[src/rtl/mem_stage.sv]
// mem_stage: EX/MEM and MEM/WB pipeline registers around a blocking data-memory
// handshake (req held until ack, bounded by ACK_TIMEOUT wait cycles).
// Optional feature: define MEM_STAGE_MISALIGN_EN to reject memory entries whose
// address is not word aligned (no access is issued, misalign_o pulses).

module mem_stage #(
   parameter int unsigned ACK_TIMEOUT = 15
) (
   input  logic        clk_i,
   input  logic        rst_i,
   input  logic        flush_i,
   input  logic        RegWrite_i,
   input  logic        MemToReg_i,
   input  logic        MemWrite_i,
   input  logic [31:0] ALU_Res_i,
   input  logic [31:0] data2_i,
   input  logic [4:0]  RdAddr_i,
   output logic        stall_o,
   output logic        EX_MEM_RegWrite_o,
   output logic [4:0]  EX_MEM_RdAddr_o,
   output logic [31:0] EX_MEM_ALU_Res_o,
   output logic        dmem_req_o,
   output logic        dmem_we_o,
   output logic [31:0] dmem_addr_o,
   output logic [31:0] dmem_wdata_o,
   input  logic        dmem_ack_i,
   input  logic [31:0] dmem_rdata_i,
   output logic        wb_valid_o,
   output logic        wb_RegWrite_o,
   output logic [4:0]  wb_RdAddr_o,
   output logic [31:0] wb_data_o,
   output logic        err_o,
   output logic        misalign_o
);

   localparam logic [7:0] CNT_LAST = 8'(ACK_TIMEOUT - 1);

   typedef enum logic {S_IDLE = 1'b0, S_WAIT = 1'b1} state_t;

   state_t      r_state;
   state_t      w_state_next;

   // EX/MEM register; r_exm_valid separates a real entry from a flushed bubble
   logic        r_exm_valid;
   logic        r_exm_regwrite;
   logic        r_exm_memtoreg;
   logic        r_exm_memwrite;
   logic [31:0] r_exm_alu;
   logic [31:0] r_exm_data2;
   logic [4:0]  r_exm_rd;

   logic [7:0]  r_cnt;

   // MEM/WB register
   logic        r_wb_valid;
   logic        r_wb_regwrite;
   logic [4:0]  r_wb_rd;
   logic [31:0] r_wb_data;

   logic        r_err;

   logic        w_in_mem;
   logic        w_in_mis;
   logic        w_timeout;
   logic        w_stall;
   logic        w_capture;
   logic        w_start;
   logic        w_exm_mem;

`ifdef MEM_STAGE_MISALIGN_EN
   assign w_in_mis = w_in_mem && (ALU_Res_i[1:0] != 2'b00);
`else
   assign w_in_mis = 1'b0;
`endif

   // Handshake decode: timeout loses to a same-cycle ack, stall is purely combinational
   always_comb begin
      w_in_mem  = !flush_i && (MemToReg_i || MemWrite_i);
      w_timeout = (r_state == S_WAIT) && (r_cnt == CNT_LAST) && !dmem_ack_i;
      w_stall   = (r_state == S_WAIT) && !dmem_ack_i && !w_timeout;
      w_capture = !w_stall;
      w_start   = w_capture && w_in_mem && !w_in_mis;
      w_exm_mem = r_exm_memtoreg || r_exm_memwrite;
   end

   // FSM next state and memory-port drive (port is quiet outside WAIT)
   always_comb begin
      w_state_next = r_state;
      dmem_req_o   = 1'b0;
      dmem_we_o    = 1'b0;
      dmem_addr_o  = 32'h0;
      dmem_wdata_o = 32'h0;
      if (w_capture) begin
         w_state_next = w_start ? S_WAIT : S_IDLE;
      end
      if (r_state == S_WAIT) begin
         dmem_req_o   = 1'b1;
         dmem_we_o    = r_exm_memwrite;
         dmem_addr_o  = r_exm_alu;
         dmem_wdata_o = r_exm_data2;
      end
   end

   // State register
   always_ff @(posedge clk_i or negedge rst_i) begin
      if (!rst_i) begin
         r_state <= S_IDLE;
      end else begin
         r_state <= w_state_next;
      end
   end

   // Wait-cycle counter: cleared when an access starts, counts every WAIT cycle
   always_ff @(posedge clk_i or negedge rst_i) begin
      if (!rst_i) begin
         r_cnt <= 8'h0;
      end else if (w_start) begin
         r_cnt <= 8'h0;
      end else if (r_state == S_WAIT) begin
         r_cnt <= r_cnt + 8'd1;
      end
   end

   // EX/MEM capture; held while stalled so address and wdata stay stable
   always_ff @(posedge clk_i or negedge rst_i) begin
      if (!rst_i) begin
         r_exm_valid    <= 1'b0;
         r_exm_regwrite <= 1'b0;
         r_exm_memtoreg <= 1'b0;
         r_exm_memwrite <= 1'b0;
         r_exm_alu      <= 32'h0;
         r_exm_data2    <= 32'h0;
         r_exm_rd       <= 5'h0;
      end else if (w_capture) begin
         if (flush_i) begin
            r_exm_valid    <= 1'b0;
            r_exm_regwrite <= 1'b0;
            r_exm_memtoreg <= 1'b0;
            r_exm_memwrite <= 1'b0;
            r_exm_alu      <= 32'h0;
            r_exm_data2    <= 32'h0;
            r_exm_rd       <= 5'h0;
         end else begin
            r_exm_valid    <= 1'b1;
            r_exm_regwrite <= RegWrite_i;
            r_exm_memtoreg <= MemToReg_i;
            r_exm_memwrite <= MemWrite_i;
            r_exm_alu      <= ALU_Res_i;
            r_exm_data2    <= data2_i;
            r_exm_rd       <= RdAddr_i;
         end
      end
   end

   // MEM/WB write: ALU results pass straight through, memory results land on ack,
   // every other edge (waiting, timeout, rejected access, bubble) writes a bubble
   always_ff @(posedge clk_i or negedge rst_i) begin
      if (!rst_i) begin
         r_wb_valid    <= 1'b0;
         r_wb_regwrite <= 1'b0;
         r_wb_rd       <= 5'h0;
         r_wb_data     <= 32'h0;
      end else if ((r_state == S_WAIT) && dmem_ack_i) begin
         r_wb_valid    <= 1'b1;
         r_wb_regwrite <= r_exm_memtoreg ? r_exm_regwrite : 1'b0;
         r_wb_rd       <= r_exm_rd;
         r_wb_data     <= r_exm_memtoreg ? dmem_rdata_i : r_exm_alu;
      end else if ((r_state == S_IDLE) && r_exm_valid && !w_exm_mem) begin
         r_wb_valid    <= 1'b1;
         r_wb_regwrite <= r_exm_regwrite;
         r_wb_rd       <= r_exm_rd;
         r_wb_data     <= r_exm_alu;
      end else begin
         r_wb_valid    <= 1'b0;
         r_wb_regwrite <= 1'b0;
         r_wb_rd       <= 5'h0;
         r_wb_data     <= 32'h0;
      end
   end

   // Sticky timeout flag, cleared only by reset
   always_ff @(posedge clk_i or negedge rst_i) begin
      if (!rst_i) begin
         r_err <= 1'b0;
      end else if (w_timeout) begin
         r_err <= 1'b1;
      end
   end

`ifdef MEM_STAGE_MISALIGN_EN
   logic r_mis;

   // One-cycle pulse for each misaligned memory entry captured
   always_ff @(posedge clk_i or negedge rst_i) begin
      if (!rst_i) begin
         r_mis <= 1'b0;
      end else begin
         r_mis <= w_capture && w_in_mis;
      end
   end

   assign misalign_o = r_mis;
`else
   assign misalign_o = 1'b0;
`endif

   assign stall_o           = w_stall;
   assign EX_MEM_RegWrite_o = r_exm_regwrite;
   assign EX_MEM_RdAddr_o   = r_exm_rd;
   assign EX_MEM_ALU_Res_o  = r_exm_alu;
   assign wb_valid_o        = r_wb_valid;
   assign wb_RegWrite_o     = r_wb_regwrite;
   assign wb_RdAddr_o       = r_wb_rd;
   assign wb_data_o         = r_wb_data;
   assign err_o             = r_err;

endmodule

[config.mk]
export PLATFORM = sky130hd
export DESIGN_NAME = mem_stage
export DESIGN_NICKNAME = d
export VERILOG_FILES = /design/src/rtl/mem_stage.sv
export SDC_FILE = /design/constraint.sdc
export NUM_CORES = 1
export LEC_CHECK = 0
export CAP_MARGIN = 20
export CORE_ASPECT_RATIO = 1.5
export CORE_MARGIN = 3
export CORE_UTILIZATION = 42
export DETAILED_ROUTE_END_ITERATION = 8
export HOLD_SLACK_MARGIN = 0.06
export PLACE_DENSITY_LB_ADDON = 0.25
export SYNTH_ARGS = -nofsm -noshare
export SYNTH_HDL_FRONTEND = slang
export SYNTH_SLANG_ARGS = --single-unit
[constraint.sdc]
create_clock -name clk_i -period 2.85 [get_ports clk_i]
set_clock_uncertainty 0.05 [all_clocks]
set_input_delay 0.57 -clock clk_i [delete_from_list [all_inputs] [get_ports clk_i]]
set_output_delay 0.57 -clock clk_i [all_outputs]
set_load 0.01 [all_outputs]
Word level (Yosys, flattened, before mapping)
Cells that the tools add are included.
W data, S select, Z words.
- register bits after elaboration: 122
- input bits: 108
- word-level logic and storage cells: 58
- $add $sub $neg: 1
- equal/unequal tests: 1
- muxes and demuxes: 24
- bitwise gates (word level): 1
- reductions and logical operators: 17
- operators with widths (cell ; number):
    $mux W32 ; 7
    $mux W8 ; 2
    $mux W5 ; 3
    $mux W1 ; 12
    $logic_and A1 B1 Y1 ; 9
    $add A8 B1 Y8 const B ; 1
    $eq A8 B4 Y1 const B ; 1
    $logic_not A1 Y1 ; 5
    $logic_or A1 B1 Y1 ; 2
    $reduce_bool A2 Y1 ; 1
    $not A1 Y1 ; 1

Depth between registers and ports, before layout
Gate-level depths: netlist of the first run.
- depth in word-level cells: 8
- mapped depth: 8

Worst setup path after synthesis of the first run
No wires, ideal clock.
- kind: reg-to-output
- from: register r_cnt[4]
- to: output stall_o
- arrival time: 1.599 ns
- path slack: 0.631 ns
- stages on the path, launching flop included: 6
- path through: dfrtp_1 > or4_4 > o31ai_4 > buf_4 > buf_6 > inv_2
- word-level cells in the longest chain between the ends: 5
- ends and longest elaborated chain (item ; RTL line ; text):
    from (decl) ; 52 ; logic [7:0] r_cnt;
    from (signal assigned) ; 120 ; r_cnt <= r_cnt + 8'd1;
    $eq A8 B4 Y1 ; 79 ; w_timeout = (r_state == S_WAIT) && (r_cnt == CNT_LAST) && !dmem_ack_i;
    $logic_and A1 B1 Y1 (2 in series) ; 79 ;
    $logic_not A1 Y1 ; 80 ; w_stall = (r_state == S_WAIT) && !dmem_ack_i && !w_timeout;
    $logic_and A1 B1 Y1 ; 80 ;
    to (decl) ; 18 ; output logic stall_o,
Every way passes these cells.

Worst setup path after layout of the first run
- from: register r_state
- to: output dmem_wdata_o[16]
- word-level cells in the longest chain between the ends: 1
- ends and longest elaborated chain (item ; RTL line ; text):
    from (decl) ; 40 ; state_t r_state;
    from (signal assigned) ; 109 ; r_state <= w_state_next;
    $mux W32 ; 96 ; if (r_state == S_WAIT) begin
    to (decl) ; 25 ; output logic [31:0] dmem_wdata_o,
Every way passes these cells.

==> results.toml, run 1 <==
[critical_path]
crit_slowest_cell = "dfrtp_2"
crit_chain = "buf_4 -> and2_1 -> clkdlybuf4s50_1"
worstPathArrival_ns = 2.02
critPathRequiredTime_ns = 2.23
cp-end-kind = "output pin"
slowest_delay_ns = 0.57
worstSetupPathType = "register to output pin"
cp_max_fo = 24
worst_setup_path_start_kind = "register"

[logic_synthesis]
synth_largest_area_cell = "dfrtp_1"
ys_top_cells_by_area = "dfrtp_1 (55%), mux2_2 (15%), nor2b_1 (8.8%), and2_1 (7.4%), a22o_1 (4.9%)"
synth_top_area_frac = 0.552
synthArstFlopShare = 1.00
synth.most_common_cell = "dfrtp_1"
synth_cells = 456
yosys_warnings = 0
ys_ff_latch = 122
synth_area_per_cell_sq_um = 12.1
synthTopCellsByCount = "dfrtp_1 (122), nor2b_1 (78), mux2_2 (72)"
synthDistinctLibCells = 35
syn_nets = 566
synth_top_flop_cell = "dfrtp_1"
synth-edff-count = 0
ys_seq_area_frac = 0.552
synth_area_sq_mm = 0.00553

[cts]
root_buffer = "clkbuf_16"
tritoncts = "yes"
ctsLongestPathBuffers = 2
hold_buffers = 0
cts_buffers = 17
htreeDepth = 4
worst_skew_pair.late_latency_ns = 0.40
clock_sinks = 122
clkTransAtPathRegs_ns = 0.05

[timing]
post-route-worst-setup-slack_ns = 0.206
finalHoldViolCount = 0
slew_headroom = 0.543
tightest_slew_ns = 0.685
final.setup.tns_ns = 0
setup_viol = 0
slew_viol_final = 0
fin_crit_sh = 0.928
rsz0062_at_grt = "no"
post-route-min-period_ns = 2.64
fmax_mhz = 378

[place]
gp_congestion = 0.831
dp_cells = 844
io_buffers = 252
dp_slack_ns = 0.139
detailed_place_hpwl_um = 12000

[detailed_routing]
drtIter0Drc = 110
drc_errors = 0
ant_nets = 0
routed_wl_um = 16100
dr.pass1.iters = 6
wl_per_cell_um = 18.4
vias = 4380
drt-vias-per-instance = 5.01

[floorplan]
io_pins = 254
fp-row-count = 50
dieHeight_um = 147
initial_core_util = 0.435
die-area_sq_mm = 0.0146
die_w_um = 99.7
core_area_sq_mm = 0.0127

[cells_and_area]
final_net_count = 817
drive_gt1_frac = 0.167
fillCellCount = 964
stdcell_count = 875
area_growth_pct = 59.8

[job]
maxCapViolations = 0

[hold_path]
hold_class = "primary input to asynchronous set/reset pin"

[global_route]
grt_pass1_wl_um = 25900
antenna_found_initial = 1
grt_pass1_vias = 4858
grt_max_degree = 51
grt_use_total = 0.226
overflow = 0

[outcome]
outcome = "completed"

[power]
vdd_ir_drop_max_v = 0.000402
p_leak_nw = 3.86
power-per-cell-area_mw_per_mm2 = 587
worst max-delay path: cells and delay by family, from the launching register on:
kind                   cells  cell delay (ns)
buffers and inverters      2             0.87
flip-flops                 1             0.57
AND/OR/NAND/NOR            1             0.17
cells in the final DEF (no fill, tap or decap), drive strengths merged, types with 2 or more instances in the layout:
cell	count
nand2	5
or3	2
clkbuf	22
nor2b	78
clkinvlp	2
clkinv	3
o31ai	3
nand3	3
and3	2
dfrtp	122
inv	6
nor2	6
mux2	72
buf	14
o21ai	3
mux2i	2
bufinv	3
a22o	31
and2	65
ha	2
clkdlybuf4s50	249
xor2	2
o21a	2
a21oi	7
where the power goes:
| group | switching, mW | internal [mW] | leakage [nW] |
|---|---|---|---|
| Clock | 0.733 | 1.41 | 0.282 |
| Combinational | 0.407 | 0.623 | 1.98 |
| Sequential | 0.126 | 1.89 | 1.59 |
| Total | 1.27 | 3.92 | 3.86 |
cells by family (layout without fill, tap and decap cells):
kind of cell / count (synthesis) / after routing / synth area share
flip-flops: 122 / 122 / 0.552
multiplexers: 74 / 74 / 0.150
AND/OR/NAND/NOR: 166 / 166 / 0.183
adder cells (fa/ha/maj): 2 / 2 / 0.00452
buffers and inverters: 38 / 300 / 0.0310
XOR/XNOR: 3 / 3 / 0.00475
other: 1 / 2 / 0.000678
AO/OA/AOI/OAI: 50 / 50 / 0.0733
state kept, by name (all words and copies together), names as in the netlist, 5 cells and up:
register          flops
r_exm_data2          32
wb_data_o            32
r_cnt                 8
wb_RdAddr_o           5
EX_MEM_RdAddr_o       5
EX_MEM_ALU_Res_o     32
timing repair:
action                                  4_1_cts  5_1_grt
resized for setup                             1        2
endpoints found under the hold margin         0        0
buffers inserted                              0        0
endpoints found under the setup margin        1        2
pin swaps                                     0        0
cell type report:
cell class                      instances  area (sq um)  area share
Multi-Input combinational cell        296          2310       0.262
Clock buffer                           22           464      0.0525
Timing Repair Buffer                  264          2660       0.301
Antenna cell                            1          2.50    0.000283
Inverter                                6          22.5     0.00255
Tap cell                              156           195      0.0221
Clock inverter                          8           120      0.0136
Sequential cell                       122          3050       0.346
layer usage:
| layer | up-vias | track usage | wire length [um] |
|---|---|---|---|
| met4 | 0 | 0.0841 | 342 |
| met3 | 20 | 0.0588 | 1010 |
| met5 | - | 0 | 0 |
| met2 | 163 | 0.410 | 8780 |
| met1 | 2157 | 0.249 | 5950 |
| li1 | 2040 | - | - |
path summary, 6_finish.rpt:
path / startpoint / endpoint / slack (ns) / cells after the start
setup / recovery: r_state$_DFFE_PN0N_ / dmem_wdata_o[16] / 0.21 / 3
hold / removal: rst_i / wb_RdAddr_o[1]$_DFF_PN0_ / 0.15 / 1
setup reg to reg: r_cnt[4]$_DFFE_PN0P_ / r_exm_data2[28]$_DFFE_PN0N_ / 0.47 / 5
hold reg to reg: err_o$_DFFE_PN0P_ / err_o$_DFFE_PN0P_ / 0.42 / 2
max in group asynchronous: rst_i / wb_RdAddr_o[4]$_DFF_PN0_ / 1.93 / 2
min in group clk_i: err_o$_DFFE_PN0P_ / err_o$_DFFE_PN0P_ / 0.42 / 2
per-stage QoR:
| stage | util | cell area [sq um] | hold WS [ns] | total power [mW] |
|---|---|---|---|---|
| final | 0.696 | 8830 | 0.154 | 5.19 |
| after floorplan | - | 5530 | 0.224 | 2.45 |
| after global routing | 0.696 | 8830 | 0.185 | 5.40 |
| after global placement | 0.649 | 8240 | 0.432 | 3.05 |
| after CTS | 0.695 | 8830 | 0.161 | 5.24 |
| after detailed placement | 0.649 | 8240 | 0.422 | 3.09 |
Note: power is estimated with default switching activity, not from simulation.
==> run 2: changes to the inputs <==
- CORE_ASPECT_RATIO: 1.5 -> 1.25
==> run 2 against run 1 <==
Net effect:
- via count fell by 0.18%
- non-clock buffer count unchanged
- core utilization fell by 0.17 points
- worst setup slack better by 0.054 ns
- clock-buffer cell count decreased by 1
- critical endpoint is now dmem_wdata_o[19]
- highest routed layer unchanged
==> results.toml, run 2 (synthesized netlist as in run 1, its figures left out) <==
[timing]
tightest_slew_ns = 0.639
hold_ws_ns = 0.420
slew_viol_final = 0
fmax_mhz = 386
fin_crit_sh = 0.909
rsz0062_at_grt = "no"
setup_viol = 0
slew_headroom = 0.574
final.setup.tns_ns = 0
finalHoldViolCount = 0
post-route-min-period_ns = 2.59

[power]
power-per-cell-area_mw_per_mm2 = 595
p_leak_nw = 3.88
total_power_mw = 5.28
vdd_ir_drop_max_v = 0.000332

[detailed_routing]
drt-vias-per-instance = 4.94
drtIter0Drc = 153
routed_wl_um = 15300
drc_errors = 0
vias = 4372
ant_nets = 0
dr.pass1.iters = 4
wl_per_cell_um = 17.3

[cells_and_area]
most-common-layout-cells = "clkdlybuf4s50_1 (249), dfrtp_1 (121), nor2b_1 (78)"
drive_gt1_frac = 0.167
stdcell_count = 885
final_common_cell = "clkdlybuf4s50_1"
num_antenna_cells = 0
area_growth_pct = 60.3
fin_util = 0.694
final_net_count = 817

[critical_path]
worstSetupPathType = "register to output pin"
cp_max_fo = 34
worst_setup_path_start_kind = "register"
cp-end-kind = "output pin"
crit_chain = "buf_4 -> and2_1 -> clkdlybuf4s50_1"
slowest_delay_ns = 0.57
worstPathArrival_ns = 1.97
crit_slowest_cell = "clkdlybuf4s50_1"
critPathRequiredTime_ns = 2.23

[place]
io_buffers = 252
gp_congestion = 0.794
dp_cells = 855
detailed_place_hpwl_um = 11200

[cts]
clock_sinks = 122
cts_buffers = 17
ctsLongestPathBuffers = 2
htreeDepth = 4
tritoncts = "yes"
root_buffer = "clkbuf_16"
cts_setup_buffers = 0
clkTransAtPathRegs_ns = 0.05
worst_skew_pair.late_latency_ns = 0.40

[floorplan]
initial_core_util = 0.433
die-area_sq_mm = 0.0146
io_pins = 254
fp-row-count = 46
dieHeight_um = 134
die_w_um = 109
core_area_sq_mm = 0.0128

[global_route]
grt_pass1_vias = 4664
grt_max_degree = 54
overflow = 0
antenna_found_initial = 0
grt_use_total = 0.213
grt_pass1_wl_um = 24200

[job]
maxCapViolations = 0

[hold_path]
hold_class = "register to register"

[outcome]
outcome = "completed"
==> run 2: cell types whose count changed in the layout (fill, tap and decap cells not counted) <==
| cell | before | now |
|---|---|---|
| buf_12 | 4 | 3 |
| clkbuf_1 | 3 | 0 |
| nand3_2 | 1 | 0 |
| bufinv_16 | 3 | 4 |
| buf_4 | 8 | 9 |
| buf_6 | 1 | 0 |
| nand3_1 | 2 | 3 |
| diode_2 | 1 | 0 |
| clkbuf_8 | 2 | 4 |
| dlygate4sd3_1 | 0 | 1 |
| clkinvlp_4 | 2 | 1 |
==> run 2: per-stage QoR <==
stage	instance area, sq um	setup WS (ns)
after floorplan	5530	0.631
after global placement	8230	0.144
after detailed placement	8230	0.118
after CTS	8860	0.00348
after global routing	8870	0.153
final	8870	0.260
==> run 2: worst max-delay path: cells and delay by family (launching register included) <==
family / cells / cell delay, ns
buffers and inverters: 2 / 0.90
DFF: 1 / 0.47
and+or+nand+nor: 1 / 0.18
==> run 2: cell type report <==
cell class / instances / area, sq um
clock buffer: 21 / 480
clock inverter: 8 / 143
fill: 997 / 3910
inverter: 6 / 22.5
multi-input combinational: 296 / 2310
sequential: 122 / 3050
tap: 168 / 210
timing repair buffer: 264 / 2650
==> run 2: path summary, 6_finish.rpt <==
check	from	cells past startpoint	slack [ns]	to
hold reg to reg	err_o$_DFFE_PN0P_	2	0.42	err_o$_DFFE_PN0P_
setup reg to reg	r_cnt[4]$_DFFE_PN0P_	4	0.53	EX_MEM_RdAddr_o[2]$_DFFE_PN0N_
max in group asynchronous	rst_i	3	1.54	wb_data_o[28]$_DFF_PN0_
setup / recovery	r_state$_DFFE_PN0N_	3	0.26	dmem_wdata_o[19]
min in group asynchronous	rst_i	2	0.59	r_exm_data2[26]$_DFFE_PN0N_
hold / removal	err_o$_DFFE_PN0P_	2	0.42	err_o$_DFFE_PN0P_
==> run 2: metal layers <==
layer  track usage  up-vias  part of all wire
met5             0        -                 0
met4        0.0765        0             0.017
met3        0.0664       23             0.078
met2         0.370      182              0.52
met1         0.245     2129              0.39
li1              -     2038                 -
==> run 2: what timing repair did <==
| item | CTS | global route |
|---|---|---|
| endpoints found under the hold margin | 27 | 0 |
| endpoints found under the setup margin | 0 | 1 |
| gates resized for setup | 0 | 1 |
| hold buffers | 1 | 0 |
==> run 2: power breakdown <==
group          switching (mW)  leakage (nW)  internal (mW)  total, mW
registers               0.115          1.59           1.89       2.01
clock network           0.712         0.307           1.54       2.25
logic                   0.406          1.98          0.619       1.02
total                    1.23          3.88           4.05       5.28
==> run 3: changes to the inputs <==
- SLEW_MARGIN: default -> 20
==> results of run 3 <==
No change in the layout: final DEF, timing and power equal those of run 2.
